<file path="config.mk">
export PLATFORM = sky130hd
export DESIGN_NAME = key_conditioner
export DESIGN_NICKNAME = d
export VERILOG_FILES = /design/src/rtl/key_conditioner.sv
export SDC_FILE = /design/constraint.sdc
export NUM_CORES = 1
export LEC_CHECK = 0
export ABC_CLOCK_PERIOD_IN_PS = 4300
export BUFFER_PORTS_ARGS = -buffer_cell sky130_fd_sc_hd__buf_2
export CAP_MARGIN = 20
export CORE_AREA = 2 2 155 157
export DETAILED_ROUTE_END_ITERATION = 12
export DIE_AREA = 0 0 157 159
export GPL_TIMING_DRIVEN = 0
export MAX_ROUTING_LAYER = met4
export PLACE_DENSITY = 0.53
export SETUP_SLACK_MARGIN = 0.4
export SLEW_MARGIN = 15
export SYNTH_ARGS = -nofsm -noshare
export SYNTH_HDL_FRONTEND = slang
export SYNTH_SLANG_ARGS = --single-unit
export TNS_END_PERCENT = 10
</file>
<file path="constraint.sdc">
create_clock -name clk -period 4.3 [get_ports clk]
set_input_delay 0.43 -clock clk [delete_from_list [all_inputs] [get_ports clk]]
set_output_delay 0.43 -clock clk [all_outputs]
set_load 0.03 [all_outputs]
</file>
<file path="src/rtl/key_conditioner.sv">
// key_conditioner: synchronises, debounces and edge-detects active-low push
// buttons. Emits a one-cycle press pulse (plus optional auto-repeat while
// held) and a one-cycle release pulse per key. All outputs are registered.
module key_conditioner #(
  parameter int               NKEYS           = 3,
  parameter int               DEBOUNCE_CYCLES = 1000000,
  parameter int               HOLD_CYCLES     = 25000000,
  parameter int               REPEAT_CYCLES   = 5000000,
  parameter logic [NKEYS-1:0] REPEAT_EN       = {NKEYS{1'b1}}
) (
  input  logic             clk,
  input  logic             rst_n,
  input  logic [NKEYS-1:0] key_n_i,
  output logic [NKEYS-1:0] key_pressed,
  output logic [NKEYS-1:0] key_pulse,
  output logic [NKEYS-1:0] key_release
);

  localparam int DB_W   = $clog2(DEBOUNCE_CYCLES + 1);
  localparam int RP_MAX = (HOLD_CYCLES > REPEAT_CYCLES) ? HOLD_CYCLES : REPEAT_CYCLES;
  localparam int RP_W   = $clog2(RP_MAX + 1);

  localparam logic [DB_W-1:0] DB_TERM   = DB_W'(DEBOUNCE_CYCLES - 1);
  localparam logic [RP_W-1:0] HOLD_TERM = RP_W'(HOLD_CYCLES - 1);
  localparam logic [RP_W-1:0] REP_TERM  = RP_W'(REPEAT_CYCLES - 1);

  typedef enum logic [1:0] {
    RELEASED = 2'd0,
    HELD     = 2'd1,
    REPEAT   = 2'd2
  } state_t;

  logic [NKEYS-1:0] sync1_reg;
  logic [NKEYS-1:0] sync2_reg;

  // Two-flop synchroniser; resets to the released (high) level so that
  // leaving reset with a key already held looks like a fresh press.
  always_ff @(posedge clk or negedge rst_n) begin
    if (!rst_n) begin
      sync1_reg <= '1;
      sync2_reg <= '1;
    end else begin
      sync1_reg <= key_n_i;
      sync2_reg <= sync1_reg;
    end
  end

  genvar gi;
  generate
    for (gi = 0; gi < NKEYS; gi++) begin : g_key
      logic [DB_W-1:0] db_cnt_reg;
      logic            pressed_reg;
      logic            differ;
      logic            accept;
      logic            press_acc;
      logic            rel_acc;

      state_t          state_reg;
      state_t          state_next;
      logic [RP_W-1:0] rp_cnt_reg;
      logic [RP_W-1:0] rp_cnt_next;
      logic            pulse_reg;
      logic            pulse_next;
      logic            release_reg;
      logic            release_next;

      // Synchronised level (converted to 1 = pressed) disagrees with the
      // accepted level; acceptance happens on the terminal count.
      assign differ    = (~sync2_reg[gi]) != pressed_reg;
      assign accept    = differ && (db_cnt_reg == DB_TERM);
      assign press_acc = accept && !pressed_reg;
      assign rel_acc   = accept && pressed_reg;

      // Debounce: count consecutive disagreeing cycles, any agreement restarts.
      always_ff @(posedge clk or negedge rst_n) begin
        if (!rst_n) begin
          db_cnt_reg  <= '0;
          pressed_reg <= 1'b0;
        end else if (!differ) begin
          db_cnt_reg  <= '0;
        end else if (db_cnt_reg == DB_TERM) begin
          db_cnt_reg  <= '0;
          pressed_reg <= ~pressed_reg;
        end else begin
          db_cnt_reg  <= db_cnt_reg + DB_W'(1);
        end
      end

      // Press/hold/repeat FSM state, counter and registered pulse outputs.
      always_ff @(posedge clk or negedge rst_n) begin
        if (!rst_n) begin
          state_reg   <= RELEASED;
          rp_cnt_reg  <= '0;
          pulse_reg   <= 1'b0;
          release_reg <= 1'b0;
        end else begin
          state_reg   <= state_next;
          rp_cnt_reg  <= rp_cnt_next;
          pulse_reg   <= pulse_next;
          release_reg <= release_next;
        end
      end

      // Next-state logic; a release accepted on a repeat edge takes priority.
      always_comb begin
        state_next   = state_reg;
        rp_cnt_next  = rp_cnt_reg;
        pulse_next   = 1'b0;
        release_next = 1'b0;
        case (state_reg)
          RELEASED: begin
            rp_cnt_next = '0;
            if (press_acc) begin
              pulse_next = 1'b1;
              state_next = HELD;
            end
          end
          HELD: begin
            if (rel_acc) begin
              release_next = 1'b1;
              rp_cnt_next  = '0;
              state_next   = RELEASED;
            end else if (!REPEAT_EN[gi]) begin
              rp_cnt_next = '0;
            end else if (rp_cnt_reg == HOLD_TERM) begin
              pulse_next  = 1'b1;
              rp_cnt_next = '0;
              state_next  = REPEAT;
            end else begin
              rp_cnt_next = rp_cnt_reg + RP_W'(1);
            end
          end
          REPEAT: begin
            if (rel_acc) begin
              release_next = 1'b1;
              rp_cnt_next  = '0;
              state_next   = RELEASED;
            end else if (rp_cnt_reg == REP_TERM) begin
              pulse_next  = 1'b1;
              rp_cnt_next = '0;
            end else begin
              rp_cnt_next = rp_cnt_reg + RP_W'(1);
            end
          end
          default: begin
            state_next  = RELEASED;
            rp_cnt_next = '0;
          end
        endcase
      end

      assign key_pressed[gi] = pressed_reg;
      assign key_pulse[gi]   = pulse_reg;
      assign key_release[gi] = release_reg;
    end
  endgenerate

endmodule

</file>
==> results of run 1 <==
-- layout make-up --
class,count,share of cell area
Clock inverter,11,0.0132
Timing Repair Buffer,15,0.0124
Multi-Input combinational cell,610,0.416
Buffer,37,0.0221
Clock buffer,20,0.0501
Tap cell,319,0.0438
Inverter,31,0.0128
Sequential cell,156,0.429
-- final timing paths --
path / start / to / slack (ns) / cells after the start
setup / recovery: g_key[1].db_cnt_reg[0]$_DFF_PN0_ / g_key[1].rp_cnt_reg[14]$_DFF_PN0_ / 1.73 / 7
hold / removal: key_n_i[0] / sync1_reg[0]$_DFF_PN1_ / 0.1 / 1
setup reg to reg: g_key[1].db_cnt_reg[0]$_DFF_PN0_ / g_key[1].rp_cnt_reg[14]$_DFF_PN0_ / 1.73 / 7
hold reg to reg: sync1_reg[0]$_DFF_PN1_ / sync2_reg[0]$_DFF_PN1_ / 0.36 / 0
max in group asynchronous: rst_n / sync2_reg[1]$_DFF_PN1_ / 2.89 / 3
min in group asynchronous: rst_n / g_key[2].pulse_reg$_DFF_PN0_ / 0.54 / 2
-- routing by layer --
layer | GRT usage | up-vias
li1 | - | 2937
met1 | 0.194 | 2766
met2 | 0.209 | 62
met3 | 0.0376 | 9
met4 | 0.0300 | 0
met5 | - | -
-- repair_timing --
item                      in CTS  in global routing
hold buffers                   1                  0
gates resized for setup        0                  0
hold endpoints to repair      62                  0
-- cells by family after synthesis --
logic type | count (synthesis) | synth area share
simple gates | 429 | 0.274
flops | 156 | 0.488
xor+xnor | 123 | 0.134
buf+inv | 68 | 0.0397
compound gates | 40 | 0.0359
fa+ha+maj | 18 | 0.0281
-- synthesized netlist by cell type, types with 9 or more instances --
cell type  count  share of area
nor4_1        13          0.010
dfrtp_1      150           0.47
and4_1        19          0.021
nand3_1       44          0.027
and3_1        24          0.019
nor2_1       162          0.076
nand2_1       50          0.023
inv_1         31          0.015
and2_1         9         0.0070
nor3_1        20          0.012
clkbuf_1      20         0.0094
ha_1          18          0.028
o21ai_0       12         0.0075
buf_4          9         0.0084
nand4_1       49          0.038
xor2_1        67          0.073
xnor2_1       56          0.061
-- power groups by stage --
stage          logic, mW  clock network (mW)  registers, mW
2_1_floorplan     0.0195                   0           1.51
5_1_grt           0.0706                1.60           1.49
3_5_place_dp      0.0620                   0           1.51
6_report          0.0587                1.49           1.49
3_3_place_gp      0.0582                   0           1.51
4_1_cts           0.0634                1.54           1.49
-- worst register-to-register path, delay by kind of cell (launching register included) --
kind	cells	cell delay, ns
adders and majority gates	1	0.20
and+or+nand+nor	4	1.03
AOI/OAI and AO/OA	1	0.35
DFF	1	0.39
buffers and inverters	1	0.45
==> out/results.ini, run 1 <==
[timing]
worstMarginPinSlew_ns = 1.03
post-route-period-util = 0.598
final_hold_viol_count = 0
holdWs_ns = 0.0993
relSlewSlack = 0.307
rsz0062_at_grt = no
clock.fmax_ghz = 0.389
fin_tns_setup_ns = 0
clock_skew_ns = 0.0114
fin_ws_ns = 1.73
slew_viol_final = 0
min_period_ns = 2.57
setup_viol = 0

[worst_setup_path]
cp-end-kind = register
crit_buf_inv = 1
path_cells = ha_1 -> and3_1 -> nand3_1 -> nor4_1 -> a211o_1 -> clkbuf_1 -> nor2_1
cp_top_family = simple AND/OR/NAND/NOR gates
slowest_stage = nor4_1
crit_fanout = 10
critPathLaunchType = register
arrival_ns = 2.86
critPathKind = reg -> reg
cp_slowest_stage_delay_ns = 0.50
cp_data_required_time_ns = 4.58

[logic_synthesis]
postSynthCellCount = 834
ys.flop_type = dfrtp_1
synth_edf_count = 0
synth.avg_cell_area_um2 = 9.61
synth_cell_types = 54
ys_ff_latch = 156
netlist_area_um2 = 8010
synth-warning-count = 0
synthesis.nets = 857
async_flop_share = 1.00
seq_area_frac_synth = 0.488

[detailed_routing]
viasPerCell = 4.82
wirelength_mm = 15.6
drc = 0
vias = 5774
dr.first_iter.drc_count = 246
dr_wl_met2_mm = 7.06
wl_per_cell_um = 13.0
drt-pass1-iter-count = 5
top_layer = met4
met1_length_mm = 7.96
postRouteAntennaNets = 0
met3_length_um = 451

[floorplan]
core-area_um2 = 23200
die_x_um = 157
initial_core_util = 0.346
fp.dieArea_um2 = 25000
rows = 56
num_io_pins = 14
fp.dieH_um = 159

[placement]
place_area_um2 = 8520
io_buffers = 13
gp_congestion = 0.788
dpl.cell_count = 1167
hpwl_mm = 10.3
dp_worst_setup_slack_ns = 1.69

[global_route]
grt_pass1_wl_mm = 27.9
grt_max_degree = 92
track_usage = 0.141
antenna_found_initial = 0
first_global_vias = 5752
gr-total-overflow = 0

[clock_network]
cts.clk_slew.worst_paths_ns = 0.07
clock_latency_ns = 0.43
cts_tree = yes
cts_max_path_buffers = 2
ctsHtreeMaxLevel = 4
postCtsSetupBuffers = 0
root_buffer = clkbuf_16
cts_made_buffers = 17
cts.sinks = 156

[layout]
nFillCells = 2302
synthToLayoutAreaGrowth_pct = 13.7
regArea_um2 = 3910
multi_input_area_um2 = 3790
drive_above_1_share = 0.0909
final_cell_mix = nor2_1, dfrtp_1, xor2_1
nNetsFinal = 891
fin_cells = 1199
final_common_cell = nor2_1
post-route-util = 0.393
final_area_um2 = 9110
largest_reg_flops = 75
antenna_cells = 0

[power]
swShare = 0.217
combPwrFrac = 0.019
p_leak_nw = 3.72
p_total_mw = 3.03
p_per_area_nw_per_um2 = 333
p_int_mw = 2.37
pwr-share-seq = 0.491
ir_drop_mv = 0.239
power.switching_mw = 0.658
power.clock.fraction = 0.490

[run]
drv_cap = 0

[hold_path]
worstHoldPathType = in -> reg

[outcome]
run_status = finished, final reports clean

Note: power is estimated with default switching activity, not from simulation.
==> run 2: changes to the inputs <==
--- a/config.mk
+++ b/config.mk
@@ -5,15 +5,16 @@
 export SDC_FILE = /design/constraint.sdc
 export NUM_CORES = 1
 export LEC_CHECK = 0
-export ABC_CLOCK_PERIOD_IN_PS = 4300
+export ABC_AREA = 1
+export ABC_CLOCK_PERIOD_IN_PS = 2300
 export BUFFER_PORTS_ARGS = -buffer_cell sky130_fd_sc_hd__buf_2
 export CAP_MARGIN = 20
-export CORE_AREA = 2 2 155 157
+export CORE_AREA = 2 2 165 167
 export DETAILED_ROUTE_END_ITERATION = 12
-export DIE_AREA = 0 0 157 159
+export DIE_AREA = 0 0 167 169
 export GPL_TIMING_DRIVEN = 0
 export MAX_ROUTING_LAYER = met4
-export PLACE_DENSITY = 0.53
+export PLACE_DENSITY = 0.55
 export SETUP_SLACK_MARGIN = 0.4
 export SLEW_MARGIN = 15
 export SYNTH_ARGS = -nofsm -noshare
==> constraint.sdc (replaced) <==
create_clock -name clk -period 2.3 [get_ports clk]
set_input_delay 0.23 -clock clk [delete_from_list [all_inputs] [get_ports clk]]
set_output_delay 0.23 -clock clk [all_outputs]
set_load 0.03 [all_outputs]
==> out/results.ini, run 2 <==
[logic_synthesis]
synth_fa_ha_area_frac = 0.0246  ; -0.00352
netlist_area_um2 = 9160  ; +14%
ys.flop_type = dfrtp_1
synth.avg_cell_area_um2 = 7.62  ; -21%
async_flop_share = 1.00  ; unchanged
synth-warning-count = 0  ; unchanged
synth_commonest_cells = nand2_1, nor2_1, dfrtp_1
synth_compound_area_frac = 0.0443  ; +0.00834
netlist_top_cells_area = dfrtp_1, nand2_1, nor2_1, inv_1, nand3_1
synth_edf_count = 0  ; unchanged
postSynthCellCount = 1203  ; +44%
synthesis.nets = 1226  ; +43%
yosys.area.top_type = dfrtp_1
ys_ff_latch = 156  ; unchanged
synthXorXnorAreaFrac = 0.0583  ; -0.0761
synth_mux_area_frac = 0  ; unchanged
synth_cell_types = 43  ; -20%
seq_area_frac_synth = 0.427  ; -0.0611
synth-simple-area-share = 0.369  ; +0.0948
yosysMostFrequentCell = nand2_1
synth_top_family_by_area = simple AND/OR/NAND/NOR gates
synth.top_cell.area_share = 0.410  ; -0.0587

[floorplan]
rows = 60  ; +7.1%
core-area_um2 = 26500  ; +14%
die_x_um = 167  ; +6.4%
fp.dieArea_um2 = 28200  ; +13%
fp.dieH_um = 169  ; +6.3%
initial_core_util = 0.346  ; about the same
num_io_pins = 14  ; unchanged

[timing]
worstMarginPinSlew_ns = 0.585  ; -0.447 ns
clock_skew_ns = 0.0163  ; +0.00494 ns
setup_viol = 0  ; unchanged
fin_tns_setup_ns = 0  ; unchanged
min_period_ns = 1.80  ; -0.773 ns
slew_viol_final = 0  ; unchanged
final_hold_viol_count = 0  ; unchanged
fin_ws_ns = 0.499  ; -1.23 ns
relSlewSlack = 0.610  ; +0.303
clock.fmax_ghz = 0.555  ; +43%
holdWs_ns = 0.356  ; +0.257 ns
post-route-period-util = 0.783  ; +0.185
rsz0062_at_grt = yes

[global_route]
antenna_found_initial = 0  ; unchanged
grt_pass1_wl_mm = 33.4  ; +19%
gr-total-overflow = 0  ; unchanged
first_global_vias = 7220  ; +26%
grt_max_degree = 84  ; -8.7%
track_usage = 0.145  ; +0.00457

[layout]
regArea_um2 = 3910  ; unchanged
antenna_cells = 0  ; unchanged
final_cell_mix = nand2_1, nor2_1, dfrtp_1
nFillCells = 2742  ; +19%
drive_above_1_share = 0.110  ; +0.0192
largest_reg_flops = 75  ; unchanged
final_common_cell = nand2_1
synthToLayoutAreaGrowth_pct = 12.7
multi_input_area_um2 = 4560  ; +20%
fin_cells = 1594  ; +33%
nNetsFinal = 1263  ; +42%

[placement]
hpwl_mm = 13.9  ; +34%
dpl.cell_count = 1558  ; +34%
io_buffers = 13  ; unchanged
dp_worst_setup_slack_ns = 0.386  ; -1.31 ns
gp_congestion = 0.865  ; +9.8%

[clock_network]
cts.sinks = 156  ; unchanged
cts_made_buffers = 17  ; unchanged
cts_tree = yes
ctsHtreeMaxLevel = 4  ; unchanged
cts.clk_slew.worst_paths_ns = 0.06  ; about the same
clock_latency_ns = 0.42  ; about the same
root_buffer = clkbuf_16
cts_max_path_buffers = 2  ; unchanged

[run]
drv_cap = 0  ; unchanged

[detailed_routing]
dr.first_iter.drc_count = 451  ; +83%
dr_wl_met2_mm = 8.81  ; +25%
wl_per_cell_um = 11.9  ; -8.6%
met3_length_um = 394  ; -13%
wirelength_mm = 18.9  ; +21%
drt-pass1-iter-count = 5  ; unchanged
met1_length_mm = 9.57  ; +20%
postRouteAntennaNets = 0  ; unchanged
vias = 7450  ; +29%
drc = 0  ; unchanged
viasPerCell = 4.67  ; -2.9%
top_layer = met4

[power]
ir_drop_mv = 0.383  ; +61%
p_per_area_nw_per_um2 = 549  ; +65%
p_leak_nw = 4.45  ; +20%

[hold_path]
holdPathStages = 0  ; -1
worstHoldPathType = reg -> reg

[worst_setup_path]
crit_fanout = 10  ; unchanged
cp-end-kind = register
arrival_ns = 2.10  ; -0.76 ns
reg2reg_depth = 9  ; +2
critPathKind = reg -> reg
cp_data_required_time_ns = 2.60  ; -1.98 ns
critPathLaunchType = register

[outcome]
run_status = finished, final reports clean

[run 2: changes by cell type after synthesis, moves of 16 or more]
cell      delta
inv_1      +116
nor3_1      +23
a21oi_1     +21
xnor2_1     -46
and4_1      -19
clkbuf_1    -20
and3_1      -21
nand2_1    +190
xor2_1      -16
nand3_1     +50
nor2_2      +33
nor2_1      +70
[run 2: stage by stage]
step                 util  area (um2)  total power, mW
floorplan               -        9160             2.87
global route        0.389       10300             5.90
detailed placement  0.366        9690             2.96
CTS                 0.389       10300             5.78
finish              0.389       10300             5.67
global placement    0.364        9650             2.95
[run 2: final timing paths]
check | start | end | slack [ns]
setup reg to reg | g_key[1].rp_cnt_reg[0]$_DFF_PN0_ | g_key[1].rp_cnt_reg[16]$_DFF_PN0_ | 0.50
setup / recovery | g_key[1].rp_cnt_reg[0]$_DFF_PN0_ | g_key[1].rp_cnt_reg[16]$_DFF_PN0_ | 0.50
hold / removal | sync1_reg[2]$_DFF_PN1_ | sync2_reg[2]$_DFF_PN1_ | 0.36
min in group asynchronous | rst_n | g_key[1].db_cnt_reg[11]$_DFF_PN0_ | 0.38
max in group asynchronous | rst_n | g_key[2].db_cnt_reg[9]$_DFF_PN0_ | 1.08
hold reg to reg | sync1_reg[2]$_DFF_PN1_ | sync2_reg[2]$_DFF_PN1_ | 0.36
[run 2: kinds of logic (layout without fill, tap and decap cells)]
logic type      after synthesis  after routing
fa+ha+maj                    18             18
xor+xnor                     61             61
flops                       156            156
simple gates                730            730
compound gates               71             71
buf+inv                     167            217
[run 2: power by group]
part	leakage, nW	switching (mW)	internal, mW
registers	2.15	0.0155	2.77
logic	2.03	0.0957	0.0350
clock network	0.273	1.13	1.62
[run 2: layer usage]
layer / GRT usage / up-vias
li1: - / 3917
met2: 0.233 / 68
met4: 0.0424 / 0
met1: 0.190 / 3456
met3: 0.0236 / 9
met5: - / -
[run 2: cell type report]
cell class,count,share of cell area
Clock inverter,11,0.0116
Clock buffer,21,0.0436
Inverter,152,0.0555
Tap cell,341,0.0413
Multi-Input combinational cell,880,0.442
Buffer,15,0.0133
Timing Repair Buffer,18,0.0138
Sequential cell,156,0.379
[run 2: repair_timing]
action                                 CTS  global route
pin swaps                                0             1
setup buffers                            0             0
setup endpoints to repair               13            65
gates resized for setup                  1             5
hold buffers                             4             0
endpoints found under the hold margin   70             0
[run 2: critical path, cell delays in order (launching register included)]
cell,delay (ns)
dfrtp_1,0.37
ha_1,0.26
nand3_1,0.14
nor2_1,0.20
nand3_1,0.16
nand3_4,0.14
nand2_4,0.11
nand2_8,0.13
buf_12,0.15
nor2_2,0.03
==> run 3: changes to the inputs <==
--- a/config.mk
+++ b/config.mk
@@ -6,7 +6,7 @@
 export NUM_CORES = 1
 export LEC_CHECK = 0
 export ABC_AREA = 1
-export ABC_CLOCK_PERIOD_IN_PS = 2300
+export ABC_CLOCK_PERIOD_IN_PS = 1880
 export BUFFER_PORTS_ARGS = -buffer_cell sky130_fd_sc_hd__buf_2
 export CAP_MARGIN = 20
 export CORE_AREA = 2 2 165 167
@@ -14,7 +14,7 @@
 export DIE_AREA = 0 0 167 169
 export GPL_TIMING_DRIVEN = 0
 export MAX_ROUTING_LAYER = met4
-export PLACE_DENSITY = 0.55
+export PLACE_DENSITY = 0.53
 export SETUP_SLACK_MARGIN = 0.4
 export SLEW_MARGIN = 15
 export SYNTH_ARGS = -nofsm -noshare
==> constraint.sdc (replaced) <==
create_clock -name clk -period 1.88 [get_ports clk]
set_input_delay 0.188 -clock clk [delete_from_list [all_inputs] [get_ports clk]]
set_output_delay 0.188 -clock clk [all_outputs]
set_load 0.03 [all_outputs]
==> out/results.ini, run 3 (synthesis gave the netlist of run 2 again) <==
[timing]
relSlewSlack = 0.668  ; +0.0578
worstMarginPinSlew_ns = 0.499  ; -0.0867 ns
setup_viol = 0  ; unchanged
post-route-period-util = 0.866  ; +0.0827
final_hold_viol_count = 0  ; unchanged
slew_viol_final = 0  ; unchanged
min_period_ns = 1.63  ; -0.173 ns
clock.fmax_ghz = 0.614  ; +11%
rsz0062_at_grt = yes
clock_skew_ns = 0.0142  ; -0.00215 ns

[floorplan]
core-area_um2 = 26500  ; unchanged
fp.dieArea_um2 = 28200  ; unchanged
initial_core_util = 0.346  ; unchanged
die_x_um = 167  ; unchanged
num_io_pins = 14  ; unchanged
rows = 60  ; unchanged
fp.dieH_um = 169  ; unchanged

[power]
swShare = 0.237  ; +0.0176
p_total_mw = 6.81  ; +20%
combPwrFrac = 0.028  ; +0.005
pwr-share-seq = 0.500  ; +0.009
power.switching_mw = 1.61  ; +30%
p_leak_nw = 4.96  ; +11%
p_per_area_nw_per_um2 = 588  ; +7.2%
ir_drop_mv = 0.437  ; +14%
p_int_mw = 5.20  ; +17%
power.clock.fraction = 0.471  ; -0.015

[layout]
antenna_cells = 0  ; unchanged
synthToLayoutAreaGrowth_pct = 26.3
final_area_um2 = 11600  ; +12%
final_common_cell = nand2_1
drive_above_1_share = 0.244  ; +0.134
final_cell_mix = nand2_1, nor2_1, inv_1
nNetsFinal = 1348  ; +6.7%
nFillCells = 2609  ; -4.9%
post-route-util = 0.437  ; +0.0473
largest_reg_flops = 75  ; unchanged

[worst_setup_path]
reg2reg_depth = 10  ; +1
cp-end-kind = register
critPathLaunchType = register
path_cells = ha_4 -> nand3_2 -> nor2_2 -> nand4_1 -> nand3_4 -> nand2_8 -> nand2_8 -> buf_12 -> buf_4 -> nor2_1
endpoint = g_key[1].rp_cnt_reg[9]$_DFF_PN0_
cp_data_required_time_ns = 2.18  ; -0.42 ns
cp_slowest_stage_delay_ns = 0.39  ; +0.02 ns
regToRegSetupSlack_ns = 0.25  ; -0.25 ns
arrival_ns = 1.93  ; -0.17 ns
path_common_cell = nand2_8
setup.worst_path.start = g_key[1].rp_cnt_reg[1]$_DFF_PN0_
slowest_stage = dfrtp_1
crit-reg2reg-launch = g_key[1].rp_cnt_reg[1]$_DFF_PN0_
critPathKind = reg -> reg
crit_fanout = 6  ; -4
r2r-end = g_key[1].rp_cnt_reg[9]$_DFF_PN0_

[clock_network]
root_buffer = clkbuf_16
cts_tree = yes
cts_made_buffers = 17  ; unchanged
cts_max_path_buffers = 2  ; unchanged
cts.clk_slew.worst_paths_ns = 0.07  ; about the same
cts.sinks = 156  ; unchanged
clock_latency_ns = 0.42  ; about the same
ctsHtreeMaxLevel = 4  ; unchanged

[detailed_routing]
postRouteAntennaNets = 0  ; unchanged
viasPerCell = 4.73  ; +1.3%
wl_per_cell_um = 12.3  ; +3.8%
wirelength_mm = 20.7  ; +9.3%
dr.first_iter.drc_count = 417  ; -7.5%
drc = 0  ; unchanged
vias = 7950  ; +6.7%
drt-pass1-iter-count = 5  ; unchanged

[placement]
place_area_um2 = 9720  ; +0.27%
io_buffers = 13  ; unchanged
gp_congestion = 0.847  ; -2.0%
hpwl_mm = 14.2  ; +2.4%

[global_route]
grt_max_degree = 99  ; +18%
gr-total-overflow = 0  ; unchanged
grt_pass1_wl_mm = 35.5  ; +6.4%
antenna_found_initial = 0  ; unchanged
track_usage = 0.155  ; +0.00987
first_global_vias = 7519  ; +4.1%

[run]
drv_cap = 0  ; unchanged

[hold_path]
worstHoldPathType = in -> async

[outcome]
run_status = finished, final reports clean

[run 3: power by group through the flow]
stage               Sequential (mW)  Clock [mW]  Combinational [mW]
finish                         3.41        3.21               0.191
floorplan                      3.46           0              0.0583
global route                   3.41        3.49               0.220
detailed placement             3.47           0               0.161
CTS                            3.40        3.32               0.196
global placement               3.47           0               0.150
[run 3: worst min path at each step]
stage / to / slack [ns] / depth (start not counted)
2_1_floorplan: g_key[0].db_cnt_reg[0]$_DFF_PN0_ / -0.11 / 0
3_3_place_gp: sync1_reg[0]$_DFF_PN1_ / 0.29 / 1
3_5_place_dp: g_key[2].db_cnt_reg[17]$_DFF_PN0_ / 0.15 / 1
4_1_cts: g_key[2].db_cnt_reg[17]$_DFF_PN0_ / 0.28 / 2
5_1_grt: g_key[2].db_cnt_reg[16]$_DFF_PN0_ / 0.30 / 2
6_report: g_key[2].db_cnt_reg[16]$_DFF_PN0_ / 0.27 / 2
[run 3: stage by stage]
step,hold slack (ns),worst slack (ns),std cells,TNS [ns]
2_1_floorplan,-0.108,0.326,1203,0
3_3_place_gp,0.294,-1.94,1557,-293.97
3_5_place_dp,0.150,0.0335,1558,0
4_1_cts,0.281,0.235,1639,0
5_1_grt,0.302,0.147,1679,0
6_report,0.272,0.253,1679,0
[run 3: worst max-delay path, delay by kind of cell, from the launching register on]
family / cells / cell delay (ns)
buffers and inverters: 2 / 0.23
adders and majority gates: 1 / 0.17
DFF: 1 / 0.39
and+or+nand+nor: 7 / 0.74
[run 3: layout make-up]
cell class	instances	area [um2]	share of cell area
multi-input cells	880	5050	0.436
flip-flops and latches	156	3940	0.340
repair buffers	102	868	0.0750
inverters	152	576	0.0497
clock buffers	18	439	0.0379
well taps	341	427	0.0369
plain buffers	15	158	0.0136
clock inverters	14	109	0.00941
repair inverters	1	7.51	0.000649
[run 3: what timing repair did]
| action | in CTS | in global routing |
|---|---|---|
| hold buffers | 4 | 0 |
| endpoints found under the setup margin | 134 | 135 |
| setup buffers | 43 | 38 |
| gates resized for setup | 58 | 96 |
| endpoints found under the hold margin | 56 | 0 |
| pin swaps | 25 | 42 |
| cloned | 2 | 2 |
[run 3: routing by layer]
metal,track usage,share of wire,vias up
met1,0.210,0.50,3753
li1,-,-,4093
met5,-,0,-
met2,0.245,0.47,96
met4,0.0364,0.0081,0
met3,0.0257,0.022,8
